[src/rtl/pwm_multi_gen.sv]
// Multi-channel PWM generator with one shared period counter and per-channel duty.
// Period, duty and alignment mode are double-buffered and switch only at a period boundary.
module pwm_multi_gen #(
    parameter int CHANNELS  = 4,
    parameter int CNT_WIDTH = 16
) (
    input  logic                          clk,
    input  logic                          reset,
    input  logic                          enable_i,
    input  logic                          align_center_i,
    input  logic [CNT_WIDTH-1:0]          period_i,
    input  logic [CHANNELS*CNT_WIDTH-1:0] duty_i,
    input  logic                          load_i,
    output logic [CHANNELS-1:0]           pwm_out_o,
    output logic                          period_start_o,
    output logic                          load_ack_o
);

    localparam int DW = CHANNELS * CNT_WIDTH;
    localparam logic [CNT_WIDTH-1:0] CNT_ZERO = {CNT_WIDTH{1'b0}};
    localparam logic [CNT_WIDTH-1:0] CNT_ONE  = {{(CNT_WIDTH-1){1'b0}}, 1'b1};

    typedef enum logic [1:0] {
        IDLE = 2'd0,
        UP   = 2'd1,
        DOWN = 2'd2
    } state_e;

    state_e               state_q, state_d;
    logic [CNT_WIDTH-1:0] cnt_q, cnt_d;
    logic                 act_align_q, act_align_d;
    logic [CNT_WIDTH-1:0] act_period_q, act_period_d;
    logic [DW-1:0]        act_duty_q, act_duty_d;
    logic                 pend_align_q, pend_align_d;
    logic [CNT_WIDTH-1:0] pend_period_q, pend_period_d;
    logic [DW-1:0]        pend_duty_q, pend_duty_d;
    logic                 pend_valid_q, pend_valid_d;
    logic [CHANNELS-1:0]  pwm_q, pwm_d;
    logic                 ps_q, ps_d;
    logic                 ack_q, ack_d;

    logic                 boundary_s;
    logic                 eff_align_s;
    logic [CNT_WIDTH-1:0] eff_period_s;
    logic [DW-1:0]        eff_duty_s;

    // Settings in force this cycle: a boundary promotes a same-cycle load first, else pending.
    always_comb begin
        boundary_s   = enable_i && (state_q == UP) && (cnt_q == CNT_ZERO);
        eff_align_s  = act_align_q;
        eff_period_s = act_period_q;
        eff_duty_s   = act_duty_q;
        if (boundary_s && load_i) begin
            eff_align_s  = align_center_i;
            eff_period_s = period_i;
            eff_duty_s   = duty_i;
        end else if (boundary_s && pend_valid_q) begin
            eff_align_s  = pend_align_q;
            eff_period_s = pend_period_q;
            eff_duty_s   = pend_duty_q;
        end else begin
            eff_align_s  = act_align_q;
            eff_period_s = act_period_q;
            eff_duty_s   = act_duty_q;
        end
    end

    // Next-state logic: counter sequencing, buffer promotion and registered outputs.
    always_comb begin
        state_d       = state_q;
        cnt_d         = cnt_q;
        act_align_d   = eff_align_s;
        act_period_d  = eff_period_s;
        act_duty_d    = eff_duty_s;
        pend_align_d  = pend_align_q;
        pend_period_d = pend_period_q;
        pend_duty_d   = pend_duty_q;
        pend_valid_d  = pend_valid_q;
        pwm_d         = {CHANNELS{1'b0}};
        ps_d          = 1'b0;
        ack_d         = 1'b0;

        if (boundary_s) begin
            pend_valid_d = 1'b0;
            ack_d        = load_i || pend_valid_q;
            ps_d         = 1'b1;
        end else if (load_i) begin
            pend_align_d  = align_center_i;
            pend_period_d = period_i;
            pend_duty_d   = duty_i;
            pend_valid_d  = 1'b1;
        end else begin
            pend_valid_d = pend_valid_q;
        end

        if (!enable_i) begin
            state_d = IDLE;
            cnt_d   = CNT_ZERO;
        end else begin
            case (state_q)
                IDLE: begin
                    state_d = UP;
                    cnt_d   = CNT_ZERO;
                end
                UP: begin
                    for (int i = 0; i < CHANNELS; i++) begin
                        pwm_d[i] = (cnt_q < eff_duty_s[i*CNT_WIDTH +: CNT_WIDTH]);
                    end
                    // Terminal count: edge mode wraps; center mode turns unless P<=1.
                    if (cnt_q >= eff_period_s) begin
                        if (eff_align_s && (eff_period_s > CNT_ONE)) begin
                            state_d = DOWN;
                            cnt_d   = eff_period_s - CNT_ONE;
                        end else begin
                            state_d = UP;
                            cnt_d   = CNT_ZERO;
                        end
                    end else begin
                        cnt_d = cnt_q + CNT_ONE;
                    end
                end
                DOWN: begin
                    for (int i = 0; i < CHANNELS; i++) begin
                        pwm_d[i] = (cnt_q < eff_duty_s[i*CNT_WIDTH +: CNT_WIDTH]);
                    end
                    if (cnt_q <= CNT_ONE) begin
                        state_d = UP;
                        cnt_d   = CNT_ZERO;
                    end else begin
                        cnt_d = cnt_q - CNT_ONE;
                    end
                end
                default: begin
                    state_d = IDLE;
                    cnt_d   = CNT_ZERO;
                end
            endcase
        end
    end

    // State, buffer and output registers with asynchronous clear.
    always_ff @(posedge clk or negedge reset) begin
        if (!reset) begin
            state_q       <= IDLE;
            cnt_q         <= CNT_ZERO;
            act_align_q   <= 1'b0;
            act_period_q  <= CNT_ZERO;
            act_duty_q    <= {DW{1'b0}};
            pend_align_q  <= 1'b0;
            pend_period_q <= CNT_ZERO;
            pend_duty_q   <= {DW{1'b0}};
            pend_valid_q  <= 1'b0;
            pwm_q         <= {CHANNELS{1'b0}};
            ps_q          <= 1'b0;
            ack_q         <= 1'b0;
        end else begin
            state_q       <= state_d;
            cnt_q         <= cnt_d;
            act_align_q   <= act_align_d;
            act_period_q  <= act_period_d;
            act_duty_q    <= act_duty_d;
            pend_align_q  <= pend_align_d;
            pend_period_q <= pend_period_d;
            pend_duty_q   <= pend_duty_d;
            pend_valid_q  <= pend_valid_d;
            pwm_q         <= pwm_d;
            ps_q          <= ps_d;
            ack_q         <= ack_d;
        end
    end

    assign pwm_out_o      = pwm_q;
    assign period_start_o = ps_q;
    assign load_ack_o     = ack_q;

endmodule

[config.mk]
export PLATFORM = sky130hd
export DESIGN_NAME = pwm_multi_gen
export DESIGN_NICKNAME = d
export VERILOG_FILES = /design/src/rtl/pwm_multi_gen.sv
export SDC_FILE = /design/constraint.sdc
export NUM_CORES = 1
export LEC_CHECK = 0
export ABC_AREA = 1
export BUFFER_PORTS_ARGS = -buffer_cell sky130_fd_sc_hd__buf_4
export CORE_UTILIZATION = 40
export DETAILED_ROUTE_END_ITERATION = 12
export PLACE_DENSITY = 0.64
export SKIP_LAST_GASP = 1
export SYNTH_ARGS = -nofsm -noshare
export SYNTH_HDL_FRONTEND = slang
export SYNTH_SLANG_ARGS = --single-unit
[constraint.sdc]
create_clock -name clk -period 3.7 [get_ports clk]
set_clock_uncertainty 0.1 [all_clocks]
set_input_delay 0.74 -clock clk [delete_from_list [all_inputs] [get_ports clk]]
set_output_delay 0.74 -clock clk [all_outputs]
set_load 0.05 [all_outputs]
# Word-level counts from Yosys, hierarchy flattened
# Index checks and enable logic that the tools add are counted.
# op_classes
add_sub_neg	3
n_lt_le_gt_ge	7
n_eq_ne	4
muxes	22
n_bitwise	1
reduce_logical	12
# ops
operator	count
64-bit two-way mux	2
16-bit two-way mux	6
16-bit < comparator	4
16-bit case mux with 2 select lines	1
16-bit by 1-bit subtractor with 16-bit output (second input constant)	2
16-bit by 1-bit adder with 16-bit output (second input constant)	1
16-bit greater-or-equal comparator	1
16-bit by 1-bit > comparator with 1-bit output (second input constant)	1
16-bit by 1-bit <= comparator with 1-bit output (second input constant)	1
16-bit logical NOT	1
2-bit two-way mux	4
4-bit two-way mux	2
1-bit two-way mux	6
2-bit case mux with 3 select lines	1
1-bit logical AND	5
2-bit AND reduction	2
3-bit by 2-bit != test with 1-bit output (second input constant)	1
3-bit != test (second input constant)	1
2-bit by 1-bit equality test with 1-bit output (second input constant)	1
2-bit equality test (second input constant)	1
2-bit logical NOT	1
2-bit nonzero test	1
2-bit OR reduction	1
1-bit logical OR	1
1-bit inverter	1
# totals
ff_bits	187
input_bits	85
output_inout_bits	6
elab_cells	61

# Logic depth before layout (Yosys ltp)
# depth
ltp_word	12
ltp_mapped	26
mapped_depth_nobuf	24

# Worst setup path after synthesis
# Ideal clock, no wire load.
# synth_path
path_kind	input port to flip-flop
from	input enable_i
to	register state_q[0]
setup_ns	0.122
t_arrival_ns	3.231
slack_ns	0.247
path_stages	23
path_buffers	1
path_cell_list	nand2_1 nor2_1 nand2_2 nor2_8 nand3_4 buf_6 nand2_1 nand3_2 nand2_4 inv_2 ha_1 a21oi_1 o21ai_0 nand4_1 o211ai_1 a21boi_0 nand2_1 nor2_1 inv_1 a21oi_1 inv_1 nand3_1 o21ai_1
# synth_via
elab_chain_cells	11
word_cells_on_any_way	18
# synth_rtl
item	line	rtl
from (decl)	9	input logic enable_i,
1-bit logical AND (*) (2 in a row)	49	boundary_s = enable_i && (state_q == UP) && (cnt_q == CNT_ZERO);
1-bit logical AND	57	end else if (boundary_s && pend_valid_q) begin
16-bit two-way mux	57	
16-bit two-way mux (*)	53	if (boundary_s && load_i) begin
net act_period_d[1]	32	logic [CNT_WIDTH-1:0] act_period_q, act_period_d;
16-bit by 1-bit > comparator with 1-bit output	111	if (eff_align_s && (eff_period_s > CNT_ONE)) begin
1-bit logical AND	111	
2-bit two-way mux	111	
2-bit two-way mux	110	if (cnt_q >= eff_period_s) begin
2-bit case mux with 3 select lines	100	case (state_q)
2-bit two-way mux	96	if (!enable_i) begin
to (signal assigned)	157	state_q <= state_d;
to (decl)	29	state_e state_q, state_d;
# Mark *: on every way through the listed nets, which the timed path passes. The rest lies on a longest branch. The select of a mux whose other input is x is not followed.
# A chain may end at the register's enable or synchronous reset.

# Worst setup path in the final report
# layout_path
from	register cnt_q[0]
to	register state_q[1]
# layout_via
elab_chain_cells	11
word_cells_on_any_way	19
# layout_rtl
item	line	rtl
from (decl)	30	logic [CNT_WIDTH-1:0] cnt_q, cnt_d;
from (signal assigned)	158	cnt_q <= cnt_d;
16-bit logical NOT	49	
1-bit logical AND	49	
1-bit logical AND	57	
16-bit two-way mux	57	
16-bit two-way mux	53	
16-bit by 1-bit > comparator with 1-bit output	111	
1-bit logical AND	111	
2-bit two-way mux	111	
2-bit two-way mux	110	
2-bit case mux with 3 select lines	100	
2-bit two-way mux	96	
# Parallel ways exist; a longest one is shown, timed or not. The select of a mux whose other input is x is not followed.

==> impl_results.md <==
* Yosys cell types at 42
* Syn avg cell area at 8.570 um^2
* Initial Util at 40.84%
* PwrDens at 691.4 nW/um^2
* Placed cell area at 12320 um^2
* CTS max path bufs at 2
* Share of the synthesized area in the top cell type at 42.39%
* R2r startpoint: cnt_q[0]
* FF-to-FF setup slack at 230 ps
* Final Max Tran Viols at 0
* PnR Total Power at 9.024 mW
* Switching Power at 3.699 mW
* Most frequent cells in the layout: nand2_1, dfrtp_1, a21oi_1, inv_1, buf_4
* DP Worst Slack at -1.530 ps
* CP Class: register to register
* Crit end category: register
* Maximum level of the CTS H-tree at 4
* Seq cells post-synth at 187
* Skew-Pair Late Insertion Delay at 440 ps
* Yosys top cell by area: dfrtp_1
* Leak Pwr at 6.624 nW
* Placeable Area at 27030 um^2
* Vias at 9014
* P_int at 5.325 mW
* Seq pwr share at 33.3%
* Crit Reg-Reg Endpoint: state_q[1]
* Most used flip-flop cell after synthesis: dfrtp_1
* I/O pins at 91
* # diodes at 0
* Die Ht at 168.1 um
* Tcrit/Tclk final at 93.73%
* FFs w/ async S/R, synth at 100.0%
* Remaining antenna violation count after routing at 0
* Peak supply drop at 356.6 uV
* Layout cells sized above 1 at 23.15%
* Final hold vios at 0
* Startpoint types: register
* Number of vias per cell at 5.127
* Max_cap viols at 0
* Yosys warns at 0
* Syn nets at 1457
* Placer Congestion at 0.8700
* Final net count at 1573
* Critical Path RT at 3920 ps
* First-pass GRT wire length at 46.17 mm
* Crit path DAT at 3690 ps
* Tmin final at 3468 ps
* R2R depth at 23
* CTS tree: done
* Sequential fraction of the synthesis area at 42.39%
* Site Rows at 60
* Post-Synthesis Cell Area at 11040 um^2
* Worst slew margin at 49.02%
* 1st-pass router iterations at 5
* Synthesized instance count at 1288
* Inserted Clock Buffers at 17
* Vias in the first global route at 8889
* Overall Global Routing Usage at 20.94%
* Layout area overhead at 18.25%
* Largest net degree at the start of global routing at 71
* Commonest non-fill, non-tap cell in the layout: nand2_1
* DRC viols at 0
* Hold Path Class: input port to async pin
* Total gr overflow at 0
* Final worst slack at 232.1 ps
* Reg clk slew, reported paths at 80 ps
* Ranking of synthesized cells by area: dfrtp_1, nand2_1, ha_1, a21oi_1, mux2_2
* Clock sinks at 187
* Post-layout instance area at 13050 um^2
* Root Driver: clkbuf_16
* WL/cell at 16.16 um
* Die X at 168.1 um
* WL final at 28.40 mm
* Logic pwr share at 46.4%
* Maximum operating frequency at 0.2884 GHz
* Antenna violations before repair at 0
* Clk pwr share at 20.3%
* CP Max Fanout at 7
* Detail Placement HPWL at 19.90 mm
* Sw Share at 40.99%
* Detailed Route Iter0 Violations at 612
* Number of port buffers at 90
* # setup viols final at 0
* Status: finished, final reports clean
* EDFF count, synth at 0
* Worst Tran Pin Value at 762.9 ps
* Die area at 28260 um^2
-- critical path, stage by stage, from the launching register on --
cell      delay [ps]
dfrtp_1          420
clkinv_1         100
ha_4             150
inv_1             50
nor2_2           100
nand2_2           90
nor2_8           150
buf_4            140
nand3_4          150
buf_12           190
nand3_2           70
nand2_2           80
ha_1             320
a21oi_1          140
o21ai_0          110
a21oi_1          150
a21boi_2         180
nand2_2          100
nor2_2           120
inv_2             70
a21oi_1          120
inv_1             90
nand2_1           70
o21ai_0           70
-- kinds of logic after synthesis --
family / count (synthesis) / share of synthesized area [%]
simple gates: 477 / 20.19
compound gates: 253 / 12.33
buf+inv: 205 / 7.629
flops: 187 / 42.39
fa+ha+maj: 84 / 9.522
mux: 63 / 6.427
xor+xnor: 19 / 1.508
-- cell type report --
cell class / count / area, um^2
clock buffer: 18 / 439.2
clock inverter: 14 / 135.1
fill: 2589 / 13970
inverter: 153 / 579.3
multi-input combinational: 896 / 5559
sequential: 187 / 4679
tap: 341 / 426.7
timing repair buffer: 149 / 1234
-- synthesized netlist by cell type (all sizes together), types with 3 or more instances --
master	n
o21ai	44
dfrtp	187
xor2	17
nand3	54
o21a	6
clkinv	3
a21oi	178
o211ai	8
a211oi	12
clkbuf	24
buf	28
nand4	26
ha	84
nand2	325
nor3	10
nor4	3
inv	150
nor2	57
mux2	63
-- flip-flops by register name, indices dropped and copies added (netlist names) --
name,flops
act_duty_q,64
pend_duty_q,64
act_period_q,16
cnt_q,16
pend_period_q,16
pwm_out_o,4
state_q,2
act_align_q,1
load_ack_o,1
pend_align_q,1
pend_valid_q,1
period_start_o,1
-- metrics by stage --
step / hold slack (ps) / utilization [%] / std cells / TNS [ps]
floorplan: 344.4 / - / 1288 / 0
global placement: 362.9 / 45.57 / 1715 / 0
detailed placement: 372.8 / 45.57 / 1715 / -1.530
CTS: 225.6 / 47.69 / 1747 / 0
global route: 236.3 / 48.30 / 1758 / -24.10
finish: 212.6 / 48.30 / 1758 / 0
-- per-layer routing --
metal	part of all wire [%]	vias to the layer above	GRT usage [%]	routed length (um)
li1	-	4492	-	-
met4	1.4	0	5.534	386
met1	46	4322	27.15	13030
met2	49	175	36.36	13940
met5	0	-	0	0
met3	3.7	25	3.244	1042
-- power groups by stage --
stage	clock [mW]	sequential, mW	combinational, mW
6_report	1.84	3.00	4.18
5_1_grt	1.96	3.08	4.78
3_3_place_gp	0	3.02	4.01
4_1_cts	1.88	3.00	4.13
2_1_floorplan	0	3.05	2.97
3_5_place_dp	0	3.04	4.11
-- worst max-delay path by stage --
| stage | start | to | cells after the start |
|---|---|---|---|
| final | cnt_q[0] | state_q[1] | 23 |
| after global routing | cnt_q[0] | pwm_out_o[3] | 20 |
| after CTS | cnt_q[1] | state_q[1] | 24 |
| after detailed placement | enable_i | state_q[0] | 23 |
| after global placement | enable_i | state_q[1] | 22 |
| after floorplan | enable_i | state_q[0] | 23 |
-- timing repair --
item                       4_1_cts  5_1_grt
setup endpoints to repair        0       21
resized for setup                0       20
hold buffers                     0        0
buffers inserted                 0        9
Note: power is estimated with default switching activity, not from simulation.
